--- config.mk ---
export PLATFORM = sky130hd
export DESIGN_NAME = rc_nrzi_unstuff
export DESIGN_NICKNAME = d
export VERILOG_FILES = /design/src/rtl/rc_nrzi_unstuff.sv
export SDC_FILE = /design/constraint.sdc
export NUM_CORES = 1
export LEC_CHECK = 0
export CAP_MARGIN = 20
export CORE_AREA = 3 3 51 53
export DETAILED_ROUTE_END_ITERATION = 7
export DIE_AREA = 0 0 54 56
export PLACE_DENSITY = 0.7
export SLEW_MARGIN = 20
export SYNTH_ARGS = -nofsm -noshare
export SYNTH_HDL_FRONTEND = slang
export SYNTH_SLANG_ARGS = --single-unit
--- constraint.sdc ---
create_clock -name clk -period 2.1 [get_ports clk]
set_input_delay 0.63 -clock clk [delete_from_list [all_inputs] [get_ports clk]]
set_output_delay 0.63 -clock clk [all_outputs]
set_load 0.01 [all_outputs]
--- src/rtl/rc_nrzi_unstuff.sv ---
`default_nettype none
// ============================================================================
//  Module   : rc_nrzi_unstuff
//  Function : NRZI decoder and bit unstuffer for the receive path, with
//             stuff-violation and packet-length checking.
//  Revision : 1.0  initial release
// ============================================================================
module rc_nrzi_unstuff #(
  parameter int CNT_W    = 7,
  parameter int MAX_BITS = 88
) (
  input  logic             clk,
  input  logic             rst_n,
  input  logic             s_in,
  input  logic             in_valid,
  input  logic             start_in,
  input  logic             end_in,
  input  logic             abort,
  output logic             d_out,
  output logic             d_valid,
  output logic             pkt_start,
  output logic             pkt_end,
  output logic             stuff_err,
  output logic             len_err,
  output logic [CNT_W-1:0] bit_count
);

  localparam logic [1:0] ST_IDLE  = 2'd0;
  localparam logic [1:0] ST_RECV  = 2'd1;
  localparam logic [1:0] ST_ERROR = 2'd2;

  localparam logic [CNT_W-1:0] MAX_CNT  = CNT_W'(MAX_BITS);
  localparam logic [CNT_W-1:0] CNT_ONE  = CNT_W'(1);
  localparam logic [2:0]       ONES_MAX = 3'd6;

  logic [1:0]       state, state_nxt;
  logic             prev_level, prev_nxt;
  logic [2:0]       ones_cnt, ones_nxt;
  logic [CNT_W-1:0] bit_count_nxt;
  logic             d_out_nxt, d_valid_nxt, pkt_start_nxt, pkt_end_nxt;
  logic             stuff_err_nxt, len_err_nxt;

  logic dec, bit_in_recv, at_six, full;
  logic stuffed, stuff_bad, len_bad, deliver_ok, bit_err;

  // Bit qualification: abort and start_in both pre-empt any bit in the same cycle
  assign dec         = ~(s_in ^ prev_level);
  assign bit_in_recv = (state == ST_RECV) && in_valid && !start_in && !abort;
  assign at_six      = (ones_cnt == ONES_MAX);
  assign full        = (bit_count == MAX_CNT);
  assign stuffed     = bit_in_recv && at_six && !dec;
  assign stuff_bad   = bit_in_recv && at_six && dec;
  assign deliver_ok  = bit_in_recv && !at_six && !full;
  assign len_bad     = bit_in_recv && !at_six && full;
  assign bit_err     = stuff_bad || len_bad;

  // State and registered outputs
  always_ff @(posedge clk or negedge rst_n) begin
    if (!rst_n) begin
      state      <= ST_IDLE;
      prev_level <= 1'b0;
      ones_cnt   <= 3'd0;
      bit_count  <= '0;
      d_out      <= 1'b0;
      d_valid    <= 1'b0;
      pkt_start  <= 1'b0;
      pkt_end    <= 1'b0;
      stuff_err  <= 1'b0;
      len_err    <= 1'b0;
    end else begin
      state      <= state_nxt;
      prev_level <= prev_nxt;
      ones_cnt   <= ones_nxt;
      bit_count  <= bit_count_nxt;
      d_out      <= d_out_nxt;
      d_valid    <= d_valid_nxt;
      pkt_start  <= pkt_start_nxt;
      pkt_end    <= pkt_end_nxt;
      stuff_err  <= stuff_err_nxt;
      len_err    <= len_err_nxt;
    end
  end

  always_comb begin
    state_nxt = state;
    if (abort) begin
      state_nxt = ST_IDLE;
    end else if (start_in) begin
      state_nxt = ST_RECV;
    end else begin
      case (state)
        ST_RECV: begin
          if (bit_err) begin
            state_nxt = ST_ERROR;
          end else if (end_in) begin
            state_nxt = ST_IDLE;
          end
        end
        ST_ERROR: begin
          if (end_in) begin
            state_nxt = ST_IDLE;
          end
        end
        default: state_nxt = state;
      endcase
    end
  end

  always_comb begin
    prev_nxt      = prev_level;
    ones_nxt      = ones_cnt;
    bit_count_nxt = bit_count;
    d_out_nxt     = 1'b0;
    d_valid_nxt   = 1'b0;
    pkt_start_nxt = 1'b0;
    pkt_end_nxt   = 1'b0;
    stuff_err_nxt = 1'b0;
    len_err_nxt   = 1'b0;
    if (abort) begin
      prev_nxt      = 1'b0;
      ones_nxt      = 3'd0;
      bit_count_nxt = '0;
    end else if (start_in) begin
      // SYNC always ends in K, so decoding restarts from level 0
      prev_nxt      = 1'b0;
      ones_nxt      = 3'd0;
      bit_count_nxt = '0;
      pkt_start_nxt = 1'b1;
    end else if (state == ST_RECV) begin
      if (in_valid) begin
        prev_nxt = s_in;
      end
      if (stuffed) begin
        ones_nxt = 3'd0;
      end else if (deliver_ok) begin
        d_out_nxt     = dec;
        d_valid_nxt   = 1'b1;
        ones_nxt      = dec ? ones_cnt + 3'd1 : 3'd0;
        bit_count_nxt = bit_count + CNT_ONE;
      end
      stuff_err_nxt = stuff_bad;
      len_err_nxt   = len_bad;
      pkt_end_nxt   = end_in && !bit_err;
    end
  end

endmodule
`default_nettype wire

==> results.yml <==
run_status:
  status: "completed"
clock_network:
  cts_root_buf: "clkbuf_4"
  path_clk_slew_ns: 0.11
  cts_tree: "done"
  clock-sinks: 19
  worst_skew_pair.late_latency_ns: 0.30
  htree_levels: 1
  clockBufferDepth: 2
  cts_buffers: 3
route:
  drtAntennaViolNets: 0
  drcViolationCount: 0
  drtIter0Drc: 13
  routed_wirelength_mm: 2.16
  wire_per_inst_um: 13.0
  vias_per_cell: 5.25
  num_vias: 872
  dr.pass1.iters: 4
global_routing:
  antenna_found_initial: 0
  grt_max_degree: 20
  grt_pass1_vias: 858
  track_usage_pct: 16.0
  grt_pass1_wl_mm: 3.64
  grt_overflow: 0
critical_path:
  max_stage_delay_ns: 0.57
  required_ns: 1.47
  path_buf_inv: 1
  arrival_ns: 1.34
  path_max_fanout: 7
  cp-end-kind: "output pin"
  path_cells: "clkdlybuf4s50_1"
  start_kind: "flip-flop"
  path_class: "reg2out"
  critPathTopFamily: "buffers and inverters"
  slowest_stage: "clkdlybuf4s50_1"
yosys:
  ys_top_cells_by_area: "dfrtp_1, ha_1, a21oi_1"
  ys_seq_elements: 19
  synth_nets: 108
  netlist_area_um2: 993
  synth_top_area_share_pct: 47.9
  ys_warn_count: 0
  synthArstFlopShare_pct: 100
  yosysSeqAreaShare_pct: 47.9
  synth_flop_cell: "dfrtp_1"
  synth_edf_count: 0
  avgSynthCellArea_um2: 10.5
  synth_most_common_cell: "dfrtp_1"
  netlist.top_cell.by_area: "dfrtp_1"
  synth_commonest_cells: "dfrtp_1, inv_1, a21oi_1, ha_1, nand2_1"
  syn_inst: 95
  ys_types: 36
floorplan:
  dieArea_um2: 3020
  die_y_um: 56
  die_x_um: 54
  rows: 17
  pin_count: 20
  initial_core_util_pct: 45.3
  core_area_um2: 2190
sta:
  timing.final.crit_share_pct: 94.0
  setup_viol: 0
  post-route-worst-setup-slack_ns: 0.126
  skew_ns: 0.00495
  finalMaxSlewViolations: 0
  timing.fmax_mhz: 507
  layout_min_cycle_time_ns: 1.97
  slew_headroom_pct: 82.4
  tightest_slew_ns: 0.261
  hold_violations: 0
  rsz0062_at_grt: "no"
finish:
  final_area_um2: 1410
  nets: 152
  drive_gt1_share_pct: 23.2
  syn_to_final_growth_pct: 41.7
  diodes: 0
job:
  drv_cap: 0
pwr:
  powerDensity_nw_per_um2: 452
  ir_drop_mv: 0.279
  leakage_nw: 0.631
placed_design:
  place_ws_ns: -0.257
  port_buffers: 19
  gp_congestion: 0.854
  dp_hpwl_mm: 1.69
  postPlaceCellArea_um2: 1370
worst_hold_path:
  hp-class: "reg2reg"
[report_power, final]
group / total [mW] / internal, mW / switching [mW]
clock network: 0.187 / 0.0709 / 0.116
registers: 0.374 / 0.370 / 0.00333
logic: 0.0760 / 0.0400 / 0.0360
total: 0.637 / 0.481 / 0.156
[final cells by class]
| type | count | area (um^2) |
|---|---|---|
| fill | 180 | 783 |
| timing repair buffer | 40 | 350 |
| tap | 28 | 35.0 |
| inverter | 9 | 33.8 |
| multi-input combinational | 66 | 485 |
| sequential | 19 | 475 |
| clock inverter | 1 | 5.00 |
| clock buffer | 3 | 22.5 |
[final timing paths]
path	start	to	slack, ns	depth (start not counted)
setup reg to reg	bit_count[0]	ones_cnt[2]	0.19	8
max in group asynchronous	rst_n	state[1]	1.25	2
setup / recovery	bit_count[3]	bit_count[3]	0.13	1
hold reg to reg	state[1]	state[1]	0.56	1
hold / removal	state[1]	state[1]	0.56	1
min in group asynchronous	rst_n	bit_count[5]	0.65	2
[per-stage QoR]
step           hold WS, ns  TNS, ns  util (%)  total power, mW  instances
2_1_floorplan        0.334        0         -            0.406         95
5_1_grt              0.593        0      64.2            0.668        166
4_1_cts              0.569        0      63.6            0.640        166
6_report             0.562        0      64.2            0.637        166
3_5_place_dp         0.544    -1.43      62.3            0.456        162
3_3_place_gp         0.514    -1.26      62.3            0.454        162
[what timing repair did]
| action | CTS | global route |
|---|---|---|
| setup endpoints to repair | 0 | 2 |
| gates resized for setup | 0 | 3 |
| hold buffers | 0 | 0 |
| buffers inserted | 0 | 0 |
[cells by family after synthesis]
logic type / after synthesis / synth area share (%)
compound gates: 20 / 15.4
xor+xnor: 2 / 1.76
fa+ha+maj: 6 / 7.56
buf+inv: 10 / 4.53
flops: 19 / 47.9
mux: 2 / 2.14
simple gates: 36 / 20.8
[state kept, by name, indices dropped and copies added, names as in the netlist]
signal / count
d_valid: 1
state: 2
pkt_end: 1
len_err: 1
ones_cnt: 3
stuff_err: 1
pkt_start: 1
bit_count: 7
prev_level: 1
d_out: 1
[layout by cell type, fill, tap and decap left out, drive strengths merged, types with 3 or more instances in the layout]
cell type / instances
a21oi: 6
buf: 21
clkbuf: 3
clkdlybuf4s50: 18
dfrtp: 19
ha: 6
inv: 9
nand2: 6
nand3: 5
nand4: 3
nor2: 4
nor3: 4
o21ai: 5
[per-layer routing]
| layer | GRT usage (%) | routed length, um | vias to the layer above | share of wire [%] |
|---|---|---|---|---|
| met1 | 20.9 | 997 | 414 | 46 |
| met2 | 26.1 | 1030 | 26 | 48 |
| li1 | - | - | 427 | - |
| met5 | 0 | 0 | - | 0 |
| met3 | 2.41 | 104 | 5 | 4.8 |
| met4 | 5.34 | 30 | 0 | 1.4 |
Power figures use the tool's default switching activity.
